--- src/rtl/mc_control_fsm.sv ---
// mc_control_fsm: multicycle MIPS main control unit.
// Sequences the shared ALU, PC, IR, register file and memory port over
// several cycles per instruction. Moore machine. Every output decodes from the
// current state. Final-cycle memory strobes are further gated by the wait counter.
//
// Ports:
//   clk, reset      rising-edge clock, asynchronous active-high reset
//   w_opcode        IR[31:26]
//   w_funct         IR[5:0], checked only for R-type legality
//   w_zero          ALU zero flag (consumed by the datapath PC-load gate)
//   w_PCWrite ..    datapath write strobes
//   w_ALUSrcA/B     ALU operand selects
//   w_ALUOp         00=add, 01=sub, 10=decode funct
//   w_PCSource      00=ALU, 01=ALUOut, 10=jump target
//   w_illegal       sticky illegal-instruction flag
//   w_state         current state code, for debug
module mc_control_fsm #(
  parameter int MEM_WAIT = 1
) (
  input  logic       clk,
  input  logic       reset,
  input  logic [5:0] w_opcode,
  input  logic [5:0] w_funct,
  input  logic       w_zero,
  output logic       w_PCWrite,
  output logic       w_PCWriteCond,
  output logic       w_IorD,
  output logic       w_MemRead,
  output logic       w_MemWrite,
  output logic       w_IRWrite,
  output logic       w_MDRWrite,
  output logic       w_RegDst,
  output logic       w_MemtoReg,
  output logic       w_RegWrite,
  output logic [1:0] w_ALUSrcA,
  output logic [1:0] w_ALUSrcB,
  output logic [1:0] w_ALUOp,
  output logic [1:0] w_PCSource,
  output logic       w_illegal,
  output logic [3:0] w_state
);

  typedef enum logic [3:0] {
    ST_RST       = 4'd0,
    ST_FETCH     = 4'd1,
    ST_DECODE    = 4'd2,
    ST_MEM_ADDR  = 4'd3,
    ST_MEM_RD    = 4'd4,
    ST_LW_WB     = 4'd5,
    ST_MEM_WR    = 4'd6,
    ST_R_EXEC    = 4'd7,
    ST_R_WB      = 4'd8,
    ST_ADDI_EXEC = 4'd9,
    ST_ADDI_WB   = 4'd10,
    ST_BRANCH    = 4'd11,
    ST_JUMP      = 4'd12,
    ST_ILLEGAL   = 4'd13,
    ST_UNUSED14  = 4'd14,
    ST_UNUSED15  = 4'd15
  } state_t;

  localparam logic [3:0] LP_WAIT_LAST = 4'(MEM_WAIT - 1);

  state_t     r_state;
  state_t     w_next_state;
  logic [3:0] r_wait_cnt;
  logic [3:0] w_next_wait;
  logic       r_illegal;
  logic       w_last_wait;
  logic       w_unused_zero;

  // The branch decision is taken in the datapath, so the zero flag is not needed here.
  assign w_unused_zero = w_zero;

  // R-type funct values this control unit knows how to execute.
  function automatic logic f_funct_legal(input logic [5:0] funct);
    logic ok;
    case (funct)
      6'h20, 6'h22, 6'h24, 6'h25, 6'h2A: ok = 1'b1;
      default:                           ok = 1'b0;
    endcase
    return ok;
  endfunction

  // Last cycle of a memory state: exit and fire the one-shot strobes.
  always_comb begin
    w_last_wait = (r_wait_cnt == LP_WAIT_LAST);
  end

  // State and wait-counter registers; the illegal flag is sticky until reset.
  always_ff @(posedge clk or posedge reset) begin
    if (reset) begin
      r_state    <= ST_RST;
      r_wait_cnt <= 4'd0;
      r_illegal  <= 1'b0;
    end else begin
      r_state    <= w_next_state;
      r_wait_cnt <= w_next_wait;
      if (w_next_state == ST_ILLEGAL) begin
        r_illegal <= 1'b1;
      end else begin
        r_illegal <= r_illegal;
      end
    end
  end

  // Next-state and wait-counter logic.
  always_comb begin
    w_next_state = r_state;
    w_next_wait  = 4'd0;
    case (r_state)
      ST_RST: w_next_state = ST_FETCH;
      ST_FETCH: begin
        if (w_last_wait) begin
          w_next_state = ST_DECODE;
        end else begin
          w_next_wait = r_wait_cnt + 4'd1;
        end
      end
      ST_DECODE: begin
        case (w_opcode)
          6'h00: begin
            if (f_funct_legal(w_funct)) begin
              w_next_state = ST_R_EXEC;
            end else begin
              w_next_state = ST_ILLEGAL;
            end
          end
          6'h23, 6'h2B: w_next_state = ST_MEM_ADDR;
          6'h08:        w_next_state = ST_ADDI_EXEC;
          6'h04:        w_next_state = ST_BRANCH;
          6'h02:        w_next_state = ST_JUMP;
          default:      w_next_state = ST_ILLEGAL;
        endcase
      end
      ST_MEM_ADDR: begin
        // Only lw and sw reach here; the IR is stable for the whole instruction.
        if (w_opcode == 6'h2B) begin
          w_next_state = ST_MEM_WR;
        end else begin
          w_next_state = ST_MEM_RD;
        end
      end
      ST_MEM_RD: begin
        if (w_last_wait) begin
          w_next_state = ST_LW_WB;
        end else begin
          w_next_wait = r_wait_cnt + 4'd1;
        end
      end
      ST_MEM_WR: begin
        if (w_last_wait) begin
          w_next_state = ST_FETCH;
        end else begin
          w_next_wait = r_wait_cnt + 4'd1;
        end
      end
      ST_LW_WB:     w_next_state = ST_FETCH;
      ST_R_EXEC:    w_next_state = ST_R_WB;
      ST_R_WB:      w_next_state = ST_FETCH;
      ST_ADDI_EXEC: w_next_state = ST_ADDI_WB;
      ST_ADDI_WB:   w_next_state = ST_FETCH;
      ST_BRANCH:    w_next_state = ST_FETCH;
      ST_JUMP:      w_next_state = ST_FETCH;
      ST_ILLEGAL:   w_next_state = ST_ILLEGAL;
      default:      w_next_state = ST_ILLEGAL;
    endcase
  end

  // Moore output decode; one-shot strobes qualified by the final wait cycle.
  always_comb begin
    w_PCWrite     = 1'b0;
    w_PCWriteCond = 1'b0;
    w_IorD        = 1'b0;
    w_MemRead     = 1'b0;
    w_MemWrite    = 1'b0;
    w_IRWrite     = 1'b0;
    w_MDRWrite    = 1'b0;
    w_RegDst      = 1'b0;
    w_MemtoReg    = 1'b0;
    w_RegWrite    = 1'b0;
    w_ALUSrcA     = 2'b00;
    w_ALUSrcB     = 2'b00;
    w_ALUOp       = 2'b00;
    w_PCSource    = 2'b00;
    case (r_state)
      ST_FETCH: begin
        w_MemRead = 1'b1;
        w_ALUSrcB = 2'b01;
        w_IRWrite = w_last_wait;
        w_PCWrite = w_last_wait;
      end
      ST_DECODE: begin
        w_ALUSrcB = 2'b11;
      end
      ST_MEM_ADDR, ST_ADDI_EXEC: begin
        w_ALUSrcA = 2'b01;
        w_ALUSrcB = 2'b10;
      end
      ST_MEM_RD: begin
        w_MemRead  = 1'b1;
        w_IorD     = 1'b1;
        w_MDRWrite = w_last_wait;
      end
      ST_LW_WB: begin
        w_RegWrite = 1'b1;
        w_MemtoReg = 1'b1;
      end
      ST_MEM_WR: begin
        w_IorD     = 1'b1;
        w_MemWrite = w_last_wait;
      end
      ST_R_EXEC: begin
        w_ALUSrcA = 2'b01;
        w_ALUOp   = 2'b10;
      end
      ST_R_WB: begin
        w_RegWrite = 1'b1;
        w_RegDst   = 1'b1;
      end
      ST_ADDI_WB: begin
        w_RegWrite = 1'b1;
      end
      ST_BRANCH: begin
        w_ALUSrcA     = 2'b01;
        w_ALUOp       = 2'b01;
        w_PCWriteCond = 1'b1;
        w_PCSource    = 2'b01;
      end
      ST_JUMP: begin
        w_PCWrite  = 1'b1;
        w_PCSource = 2'b10;
      end
      default: begin
        w_PCWrite = 1'b0;
      end
    endcase
  end

  assign w_illegal = r_illegal;
  assign w_state   = r_state;

endmodule

--- config.mk ---
export PLATFORM = sky130hd
export DESIGN_NAME = mc_control_fsm
export DESIGN_NICKNAME = d
export VERILOG_FILES = /design/src/rtl/mc_control_fsm.sv
export SDC_FILE = /design/constraint.sdc
export NUM_CORES = 1
export LEC_CHECK = 0
export ABC_AREA = 1
export BUFFER_PORTS_ARGS = -buffer_cell sky130_fd_sc_hd__buf_2
export CAP_MARGIN = 20
export CORE_ASPECT_RATIO = 2
export CORE_MARGIN = 3
export CORE_UTILIZATION = 30
export DETAILED_ROUTE_END_ITERATION = 10
export RECOVER_POWER = 50
export SLEW_MARGIN = 20
export SYNTH_ARGS = -nofsm -noshare
export SYNTH_HDL_FRONTEND = slang
export SYNTH_SLANG_ARGS = --single-unit
--- constraint.sdc ---
create_clock -name clk -period 1.8 [get_ports clk]
set_input_delay 0.09 -clock clk [delete_from_list [all_inputs] [get_ports clk]]
set_output_delay 0.09 -clock clk [all_outputs]
set_load 0.05 [all_outputs]
==> results.md <==
- Status: completed
- Initial antenna violation count: 0
- Clock net sink count: 9
- Top FF cell, synth: dfrtp_1
- CTS max path bufs: 2
- Placeable Area: 0.00257 mm^2
- Minimum clock period: 1.67 ns
- Setup Skew: 0.000738 ns
- Setup Viol. Count Final: 0
- Final TNS setup: 0 ns
- Slew Viols, Final: 0
- Required @ worst endpoint: 1.71 ns
- Die area: 0.00344 mm^2
- Clk pin slew, worst setup/hold paths: 0.04 ns
- First-pass GRT wire length: 3.66 mm
- Pre-antenna DRT Iters: 4
- Avg Inst Size Synth: 6.08 um^2
- Yosys top cell by area: dfrtp_1
- Post-Syn Nets: 152
- Pwr Density: 439 mW/mm^2
- RSZ-0062 raised after global routing: false
- Wire length per cell: 10.8 um
- Crit start category: flip-flop
- Detailed Place HPWL: 1.87 mm
- TritonCTS buffer count: 3
- Worst EP arrival: 1.58 ns
- Warnings, synthesis: 0
- Worst-Margin Slew: 0.599 ns
- Kind of critical path: flip-flop to output port
- Max-cap violation count: 0
- Pre-CTS setup slack: 0.241 ns
- GRT overflow: 0
- Die Span Y: 80.0 um
- # rows: 26
- Synthesized cell area: 821 um^2
- Critical Path Sink Type: output port
- Fmax: 599 MHz
- R2R depth: 11
- Layout cell share with drive strength beyond 1: 30.2%
- Largest net degree at the start of global routing: 10
- Die X-Extent: 43.0 um
- Root buffer cell: clkbuf_8
- Yosys cell types: 22
- ANT nets after route: 0
- Top-area cell type share of the netlist area: 27.4%
- Final #Nets: 190
- Antenna cells: 0
- Post-placement cell count: 195
- Commonest cells post-synth: nand2_1, nor2_1, inv_1
- Final Hold Vio Count: 0
- Asr flop ratio synth: 100%
- GRT Total Usage: 13.6%
- Max_slew headroom: 60.2%
- Most numerous cell in the Yosys netlist: nand2_1
- Cell area after layout: 0.00108 mm^2
- VDD IR max: 0.339 mV
- Starting DRT DRC Count: 11
- Hold depth: 5
- Detailed-route DRC error count: 0
- Critical path fanouts, max: 5
- Top cells by area, synth: dfrtp_1, nand2_1, nor2_1, inv_1, nand3_1
- Vias per cell: 4.75
- Final worst slack: 0.131 ns
- Synth Register Bits: 9
- GPL Wtd Cong: 0.858
- Clock latency on the worst-skew pair: 0.23 ns
- CTS H-tree lvls: 1
- Number of flops mapped to enable cells by yosys: 0
- Post-route insts no fill: 200
- # port buffers: 35
- Cells after Synth: 135
- Hold/Removal Path Class: input pin to flip-flop
- Total Routed Length: 2.15 mm
- Layout fillers: 290
- Leak: 0.625 nW
- CTS tree: done
- Sequential share of the synthesized area: 27.4%
- I/O pin count: 38
- Vias in the first global route: 929
- Area growth, synth to finish: 31.7%
- Period utilization: 92.7%
- Starting Density: 31.9%
- Cell Area, Placed: 0.00104 mm^2
- Via count: 950
==> metrics by stage <==
step           power, mW  hold slack, ns  utilization [%]
3_5_place_dp       0.252          0.0582             40.4
5_1_grt            0.504           0.365             42.1
2_1_floorplan      0.233         -0.0821                -
4_1_cts            0.486           0.297             42.6
6_report           0.475           0.312             42.1
3_3_place_gp       0.251          0.0557             40.4
==> routing by layer <==
layer	wire length [um]	global-route usage, %	part of all wire, %
met1	748	12.6	35
met2	1230	27.0	57
met3	123	2.71	5.7
met4	51	6.04	2.4
met5	0	0	0
==> timing repair <==
action | 4_1_cts | 5_1_grt
hold endpoints to repair | 9 | 0
endpoints found under the setup margin | 0 | 2
gates resized for setup | 0 | 1
setup buffers | 0 | 0
hold buffers | 1 | 0
==> worst max-delay path: stages, from the launching register on <==
cell and delay (ns):
dfrtp_1 0.44, inv_2 0.13, nand2_1 0.14, nor2_1 0.17, inv_1 0.10, o21ai_1 0.09, buf_2 0.28
==> layout make-up <==
| class | count | area, um^2 | area share (%) |
|---|---|---|---|
| Sequential cell | 9 | 226 | 20.9 |
| Inverter | 27 | 101 | 9.37 |
| Clock buffer | 4 | 45.0 | 4.17 |
| Multi-Input combinational cell | 96 | 493 | 45.6 |
| Tap cell | 28 | 35.0 | 3.24 |
| Timing Repair Buffer | 36 | 180 | 16.7 |
==> logic make-up after synthesis <==
group	Yosys count	share of synthesized area [%]
AND/OR/NAND/NOR	82	45.9
other	1	0.457
buffers and inverters	30	15.1
XOR/XNOR	2	2.13
flip-flops	9	27.4
adder cells (fa/ha/maj)	2	3.05
AO/OA/AOI/OAI	9	5.95
==> report_power, final <==
part / total, mW / internal [mW] / switching [mW]
combinational: 0.0470 / 0.0192 / 0.0278
clock: 0.225 / 0.154 / 0.0712
sequential: 0.203 / 0.203 / 0
==> final timing paths <==
| check | startpoint | end | slack (ns) |
|---|---|---|---|
| worst max-delay path | w_state[2]$_DFF_PP0_ | w_ALUSrcB[1] | 0.13 |
| worst min-delay path | w_opcode[0] | w_state[0]$_DFF_PP0_ | 0.31 |
| worst max register to register | r_wait_cnt[0]$_DFF_PP0_ | w_illegal$_DFFE_PP0N_ | 0.24 |
| worst min register to register | w_illegal$_DFFE_PP0N_ | w_illegal$_DFFE_PP0N_ | 0.46 |
| max in group asynchronous | reset | w_state[3]$_DFF_PP0_ | 1.19 |
| min in group asynchronous | reset | r_wait_cnt[3]$_DFF_PP0_ | 0.35 |
==> state kept, by name, indices dropped and copies added (netlist names) <==
register and flops:
r_wait_cnt 4, w_illegal 1, w_state 4
==> layout by cell type (no fill, tap or decap), types with 3 or more instances in the layout <==
| master | instances |
|---|---|
| buf_2 | 31 |
| nand2_1 | 29 |
| inv_1 | 23 |
| nor2_1 | 21 |
| nand3_1 | 12 |
| dfrtp_1 | 8 |
| nor2_2 | 6 |
| nor3_1 | 5 |
| clkbuf_1 | 5 |
| inv_2 | 4 |
| clkbuf_8 | 3 |
(Power assumes the default switching activity.)
